[src/rtl/vga_capture.sv]
// VGA sink: recovers pixel position from HSYNC/VSYNC, tracks timing lock and writes active pixels to a frame buffer.
// Optional VGA_CAPTURE_CHECKSUM_EN adds a per-frame 24-bit sum of written pixel words on frame_sum.
module vga_capture #(
    parameter int H_TOTAL  = 800,
    parameter int V_TOTAL  = 525,
    parameter int H_START  = 144,
    parameter int H_ACTIVE = 640,
    parameter int V_START  = 31,
    parameter int V_ACTIVE = 480,
    parameter int ADDR_W   = 19
) (
    input  logic              vga_clk,
    input  logic              rst,
    input  logic              hsync_in,
    input  logic              vsync_in,
    input  logic [3:0]        r_in,
    input  logic [3:0]        g_in,
    input  logic [3:0]        b_in,
    input  logic              capture_en,
    output logic              wr_en,
    output logic [ADDR_W-1:0] wr_addr,
    output logic [11:0]       wr_data,
    output logic              locked,
    output logic              frame_done,
    output logic              timing_err,
    output logic [23:0]       frame_sum
);

    localparam int HW = $clog2(H_TOTAL + 1);
    localparam int VW = $clog2(V_TOTAL + 1);

    localparam logic [HW-1:0]     H_LAST   = HW'(H_TOTAL - 1);
    localparam logic [HW-1:0]     H_MAX    = HW'(H_TOTAL);
    localparam logic [HW-1:0]     H_ACT_LO = HW'(H_START);
    localparam logic [HW-1:0]     H_ACT_HI = HW'(H_START + H_ACTIVE);
    localparam logic [VW-1:0]     V_LAST   = VW'(V_TOTAL - 1);
    localparam logic [VW-1:0]     V_MAX    = VW'(V_TOTAL);
    localparam logic [VW-1:0]     V_ACT_LO = VW'(V_START);
    localparam logic [VW-1:0]     V_ACT_HI = VW'(V_START + V_ACTIVE);
    localparam logic [ADDR_W-1:0] LAST_ADDR = ADDR_W'(H_ACTIVE * V_ACTIVE - 1);

    typedef enum logic [1:0] {
        SEARCH  = 2'd0,
        MEASURE = 2'd1,
        LOCKED  = 2'd2
    } state_t;

    state_t            state;
    logic              hs_s1, vs_s1;
    logic [3:0]        r_s1, g_s1, b_s1;
    logic [HW-1:0]     hpos;
    logic [VW-1:0]     vline;
    logic              vs_pend;
    logic              cap_frame;
    logic [ADDR_W-1:0] pix_addr;

    logic line_start, vs_start, frame_start;
    logic line_err, frame_err, violation;
    logic pix_active, do_write, last_write;

    // Edges are taken between the raw pin and its registered copy, so hpos lines up with the s1 pixel.
    assign line_start  = hs_s1 & ~hsync_in;
    assign vs_start    = vsync_in & ~vs_s1;
    assign frame_start = line_start & (vs_pend | vs_start);

    assign line_err  = line_start ? (hpos != H_LAST) : (hpos == H_LAST);
    assign frame_err = frame_start & (vline != V_LAST);
    assign violation = (state != SEARCH) & (line_err | frame_err);

    assign pix_active = (hpos >= H_ACT_LO) && (hpos < H_ACT_HI) &&
                        (vline >= V_ACT_LO) && (vline < V_ACT_HI);
    assign do_write   = pix_active & cap_frame & ~violation;
    assign last_write = wr_en & (wr_addr == LAST_ADDR) & ~violation;

    always_ff @(posedge vga_clk or posedge rst) begin
        if (rst) begin
            hs_s1      <= 1'b0;
            vs_s1      <= 1'b0;
            r_s1       <= '0;
            g_s1       <= '0;
            b_s1       <= '0;
            hpos       <= '0;
            vline      <= '0;
            vs_pend    <= 1'b0;
            state      <= SEARCH;
            locked     <= 1'b0;
            timing_err <= 1'b0;
            cap_frame  <= 1'b0;
            pix_addr   <= '0;
            wr_en      <= 1'b0;
            wr_addr    <= '0;
            wr_data    <= '0;
            frame_done <= 1'b0;
        end else begin
            hs_s1 <= hsync_in;
            vs_s1 <= vsync_in;
            r_s1  <= r_in;
            g_s1  <= g_in;
            b_s1  <= b_in;

            if (line_start)
                hpos <= '0;
            else if (hpos != H_MAX)
                hpos <= hpos + HW'(1);

            if (line_start) begin
                if (vs_pend | vs_start) begin
                    vline   <= '0;
                    vs_pend <= 1'b0;
                end else if (vline != V_MAX) begin
                    vline <= vline + VW'(1);
                end
            end else if (vs_start) begin
                vs_pend <= 1'b1;
            end

            timing_err <= violation;
            case (state)
                SEARCH: begin
                    if (frame_start)
                        state <= MEASURE;
                end
                MEASURE: begin
                    if (violation) begin
                        state <= SEARCH;
                    end else if (frame_start) begin
                        state  <= LOCKED;
                        locked <= 1'b1;
                    end
                end
                LOCKED: begin
                    if (violation) begin
                        state  <= SEARCH;
                        locked <= 1'b0;
                    end
                end
                default: begin
                    state  <= SEARCH;
                    locked <= 1'b0;
                end
            endcase

            // Capture is armed only on a clean frame start while locked; any violation aborts it.
            if (violation)
                cap_frame <= 1'b0;
            else if (frame_start && state == LOCKED)
                cap_frame <= capture_en;

            if (frame_start)
                pix_addr <= '0;
            else if (pix_active)
                pix_addr <= pix_addr + ADDR_W'(1);

            wr_en <= do_write;
            if (do_write) begin
                wr_addr <= pix_addr;
                wr_data <= {b_s1, g_s1, r_s1};
            end

            frame_done <= last_write;
        end
    end

`ifdef VGA_CAPTURE_CHECKSUM_EN
    logic [23:0] sum_acc;

    // frame_sum is loaded on the same edge that raises frame_done, so both are valid together.
    always_ff @(posedge vga_clk or posedge rst) begin
        if (rst) begin
            sum_acc   <= '0;
            frame_sum <= '0;
        end else begin
            if (frame_start)
                sum_acc <= '0;
            else if (wr_en)
                sum_acc <= sum_acc + {12'd0, wr_data};
            if (last_write)
                frame_sum <= sum_acc + {12'd0, wr_data};
        end
    end
`else
    assign frame_sum = '0;
`endif

endmodule

[config.mk]
export PLATFORM = sky130hd
export DESIGN_NAME = vga_capture
export DESIGN_NICKNAME = d
export VERILOG_FILES = /design/src/rtl/vga_capture.sv
export SDC_FILE = /design/constraint.sdc
export NUM_CORES = 1
export LEC_CHECK = 0
export ABC_AREA = 1
export CAP_MARGIN = 20
export CORE_ASPECT_RATIO = 1.2
export CORE_MARGIN = 1
export CORE_UTILIZATION = 25
export DETAILED_ROUTE_END_ITERATION = 10
export GPL_TIMING_DRIVEN = 0
export MAX_ROUTING_LAYER = met4
export SYNTH_ARGS = -nofsm -noshare
export SYNTH_HDL_FRONTEND = slang
export SYNTH_SLANG_ARGS = --single-unit
[constraint.sdc]
create_clock -name vga_clk -period 4.06 [get_ports vga_clk]
set_input_delay 1.015 -clock vga_clk [delete_from_list [all_inputs] [get_ports vga_clk]]
set_output_delay 1.015 -clock vga_clk [all_outputs]
set_load 0.005 [all_outputs]
# Word level (Yosys, flattened, before mapping)
# Index checks and enable logic that the tools add are counted.
[classes]
n_mux = 21
eq_ne = 14
order_cmp = 4
n_addsub = 3
reduce_logical = 15
n_bitwise = 15
[op_table]
columns = ["op", "count"]
rows = [
  ["10-bit two-way mux", 4],
  ["10-bit inequality test, second input constant", 4],
  ["19-bit two-way mux", 2],
  ["10-bit by 1-bit adder with 10-bit output, second input constant", 2],
  ["19-bit by 1-bit adder with 19-bit output, second input constant", 1],
  ["19-bit equality test, second input constant", 1],
  ["2-bit nonzero test", 6],
  ["10-bit equality test, second input constant", 1],
  ["10-bit by 5-bit greater-or-equal comparator with 1-bit output, second input constant", 1],
  ["10-bit by 8-bit greater-or-equal comparator with 1-bit output, second input constant", 1],
  ["10-bit less-than comparator, second input constant", 1],
  ["10-bit by 9-bit less-than comparator with 1-bit output, second input constant", 1],
  ["1-bit bitwise AND", 9],
  ["1-bit two-way mux", 9],
  ["2-bit two-way mux", 4],
  ["2-bit inequality test, second input constant", 4],
  ["2-bit case mux with 3 select lines", 1],
  ["1-bit logical AND", 4],
  ["1-bit inverter", 4],
  ["2-bit AND reduction", 2],
  ["4-bit AND reduction", 1],
  ["3-bit inequality test, second input constant", 1],
  ["1-bit case mux with 3 select lines", 1],
  ["3-bit AND reduction", 1],
  ["5 further kinds", 6],
]
[word_totals]
output_inout_bits = 59
in_bits = 17
regBits = 92
elab_cells = 89

# Depth between registers and ports, before layout
[depth]
ltp_word = 9
ltp_mapped = 12
ltp_nobuf = 11

# Least setup slack after synthesis
# Ideal clock, no wire load.
[synth_path]
kind = "input -> register"
startpoint = "in vsync_in"
endpoint = "reg wr_addr[18]"
required_ps = 3943
setup_ps = 117
n_path_buf = 1
slack_ps = 1916
arrival_ps = 2027
path_stages = 9
cell_sequence = "a21oi_1 -> nor2_4 -> o21ai_2 -> nand2_1 -> nand2_2 -> nand2_4 -> buf_6 -> nand2_1 -> nand2_1"
[synth_between]
elab_chain_len = 8
[synth_rtl]
columns = ["element", "line", "rtl"]
rows = [
  ["start: declaration", "15", "input logic vsync_in,"],
  ["1-bit bitwise AND", "63", "assign vs_start = vsync_in & ~vs_s1;"],
  ["1-bit OR", "64", "assign frame_start = line_start & (vs_pend | vs_start);"],
  ["1-bit bitwise AND", "64", ""],
  ["1-bit bitwise AND", "67", "assign frame_err = frame_start & (vline != V_LAST);"],
  ["1-bit OR", "68", "assign violation = (state != SEARCH) & (line_err | frame_err);"],
  ["1-bit bitwise AND", "68", ""],
  ["1-bit inverter", "72", "assign do_write = pix_active & cap_frame & ~violation;"],
  ["1-bit bitwise AND", "72", ""],
  ["end signal: assignment", "156", "wr_addr <= pix_addr;"],
  ["end: declaration", "21", "output logic [ADDR_W-1:0] wr_addr,"],
]
# No other way between the ends.
# A chain may end at the register's enable or synchronous reset.

# Final worst setup path
[layout_path]
startpoint = "in vsync_in"
endpoint = "reg wr_addr[10]"
# The elaborated chain is that of the path after synthesis.

==> flow_summary.ini <==
[clock_tree]
cts-root-buf = clkbuf_16
cts_tree = built
path_clk_slew_ns = 0.07
htreeDepth = 3
cts.sinks = 92
worstSkewPairLatency_ns = 0.35
cts.repair.resized = 0
numCtsBuffers = 9
hold_buffers = 0
post_cts_buffers = 0
cts.path.max_buffers = 2

[sta]
hold_viol_final = 0
hold-worst-slack_ns = 0.474
worstMarginPinSlew_ns = 0.574
max_freq_mhz = 396
final_max_slew_viol_count = 0
rsz0062_at_grt = no
setup_violations = 0
period_share = 0.623
clock_skew_ns = 0.00933
min_period_ns = 2.53
slew_headroom = 0.618

[detailed_routing]
ant_nets = 0
drc = 0
num_vias = 3843
via_per_inst = 4.20
wl_per_cell_um = 11.3
firstDrtPassIters = 4
routed_wl_um = 10300
drt_first_iter_violations = 178

[run]
maxCapViolCount = 0

[placed_design]
io_buffers = 51
routabilityCongestion = 0.841
dp_hpwl_um = 7610
placed_cell_area_um2 = 5630
dp_cells = 899

[worst_setup_path]
endpoint_kind = flop
cp.required_ns = 4.35
reg2reg_slack_ns = 2.09
startpoint = vsync_in
critPathArrivalTime_ns = 2.82
r2r_end = wr_data[9]$_DFFE_PP0P_
ff2ff_path_depth = 10
critPathLaunchType = primary input
worstSetupPathType = primary input to flop
worstReg2RegStart = vline[0]$_DFFE_PP0P_
worstPathMaxFanout = 10
endpoint = wr_addr[10]$_DFFE_PP0P_

[layout]
fin_util = 0.325
syn2layout_area_growth_pct = 26.9
fin_area_um2 = 5950
nets = 681
layout-drive-gt1-share = 0.119
n_antenna_cell = 0
finalNonFillerCells = 915

[yosys]
synth_top_area_share = 0.491
yosys-top-cells-area = dfrtp_1, nand2_1, nand3_1, nor2_1, buf_4
async_flop_share = 1.00
synth_commonest_cells = nand2_1, dfrtp_1, nand3_1
synth.distinct_cells = 35
ys.flop_type = dfrtp_1
syn_area_um2 = 4690
synth_edf_count = 0
ys_seq_area_frac = 0.491
yosysTopAreaCell = dfrtp_1
yosysWarnings = 0
synth_most_common_cell = nand2_1
syn_inst = 572
ys_ff_latch = 92
avgSynthCellArea_um2 = 8.20

[floorplan]
ioPinCount = 76
die_w_um = 127
core_region_area_um2 = 18300
rows = 54
die_height_um = 152
start_util = 0.256
die_area_um2 = 19300

[power]
p_int_mw = 1.58
power.density_nw_per_um2 = 353
power.total_mw = 2.10
power.switching_uw = 526
power_leakage_nw = 2.89
pwr-share-seq = 0.468
switching_share = 0.250
ir_worst_vdd_uv = 199
clock_power_share = 0.440
combPwrFrac = 0.093

[grt]
antenna_found_initial = 0
grt_max_degree = 51
first_global_vias = 3533
track_usage = 0.120
use_met3 = 0.0264
grt.busiest_layer = met2
overflow = 0
grt_pass1_wl_um = 17700
met1_usage = 0.150
use_met2 = 0.189

[outcome]
outcome = finished clean

[hold_path]
hold_path_class = flop to flop
worst max-delay path, stage by stage:
cell and delay [ns]:
clkdlybuf4s50_1 0.44, a21oi_1 0.43, nor2_4 0.14, o21ai_2 0.10, nand2_1 0.10, nand2_2 0.15
buf_2 0.26, nand3_1 0.11, nand2_1 0.08
worst min path at each step:
stage	startpoint	end	slack [ns]	cells past startpoint
2_1_floorplan	b_s1[3]$_DFF_PP0_	wr_data[11]$_DFFE_PP0P_	0.46	2
3_3_place_gp	wr_data[8]$_DFFE_PP0P_	wr_data[8]$_DFFE_PP0P_	0.46	2
3_5_place_dp	wr_data[6]$_DFFE_PP0P_	wr_data[6]$_DFFE_PP0P_	0.46	2
4_1_cts	wr_data[6]$_DFFE_PP0P_	wr_data[6]$_DFFE_PP0P_	0.48	2
5_1_grt	wr_data[6]$_DFFE_PP0P_	wr_data[6]$_DFFE_PP0P_	0.49	2
6_report	wr_data[10]$_DFFE_PP0P_	wr_data[10]$_DFFE_PP0P_	0.47	2
layer usage:
metal / up-vias / wire [um]
li1: 1973 / -
met2: 77 / 4890
met3: 20 / 395
met4: 0 / 167
met1: 1773 / 4890
met5: - / 0
per-stage QoR:
step	setup TNS [ns]	worst slack, ns
after floorplan	0	0.653
after global placement	-86.29	-0.943
after detailed placement	0	1.10
after CTS	0	1.47
after global routing	0	1.33
final	0	1.53
layout by cell type, fill, tap and decap left out, types with 15 or more instances in the layout:
cell	count
nand4_1	15
conb_1	24
dfrtp_1	92
nand2_1	165
o21ai_0	23
inv_1	40
nand3_1	69
buf_4	26
nor2_1	55
clkdlybuf4s50_1	51
power by group through the flow:
stage | clock, mW | sequential [mW] | combinational (mW)
after floorplan | 0 | 0.993 | 0.132
after global placement | 0 | 1.00 | 0.192
after detailed placement | 0 | 1.00 | 0.199
after CTS | 0.954 | 0.983 | 0.200
after global routing | 0.988 | 0.989 | 0.227
final | 0.925 | 0.984 | 0.195
flip-flops by register name, summed over array words and instances, names as in the netlist:
name and cells:
state 2, pix_addr 19, timing_err 1, hpos 10, wr_addr 19, vs_s1 1
b_s1 4, vline 10, vs_pend 1, g_s1 4, r_s1 4, locked 1
hs_s1 1, cap_frame 1, frame_done 1, wr_en 1, wr_data 12
kinds of logic after synthesis:
family	after synthesis	synth area share
and+or+nand+nor	341	0.329
DFF	92	0.491
buffers and inverters	83	0.0998
AOI/OAI and AO/OA	38	0.0432
xor gates and xnor gates	11	0.0205
adders and majority gates	6	0.0160
other	1	0.000799
area by class of cell:
| cell class | instances | area (um^2) |
|---|---|---|
| fill | 1945 | 12400 |
| sequential | 92 | 2300 |
| multi-input combinational | 420 | 2010 |
| timing repair buffer | 52 | 538 |
| tap | 252 | 315 |
| buffer | 41 | 310 |
| clock buffer | 9 | 225 |
| inverter | 42 | 160 |
| clock inverter | 7 | 96.3 |
Power figures use the tool's default switching activity.
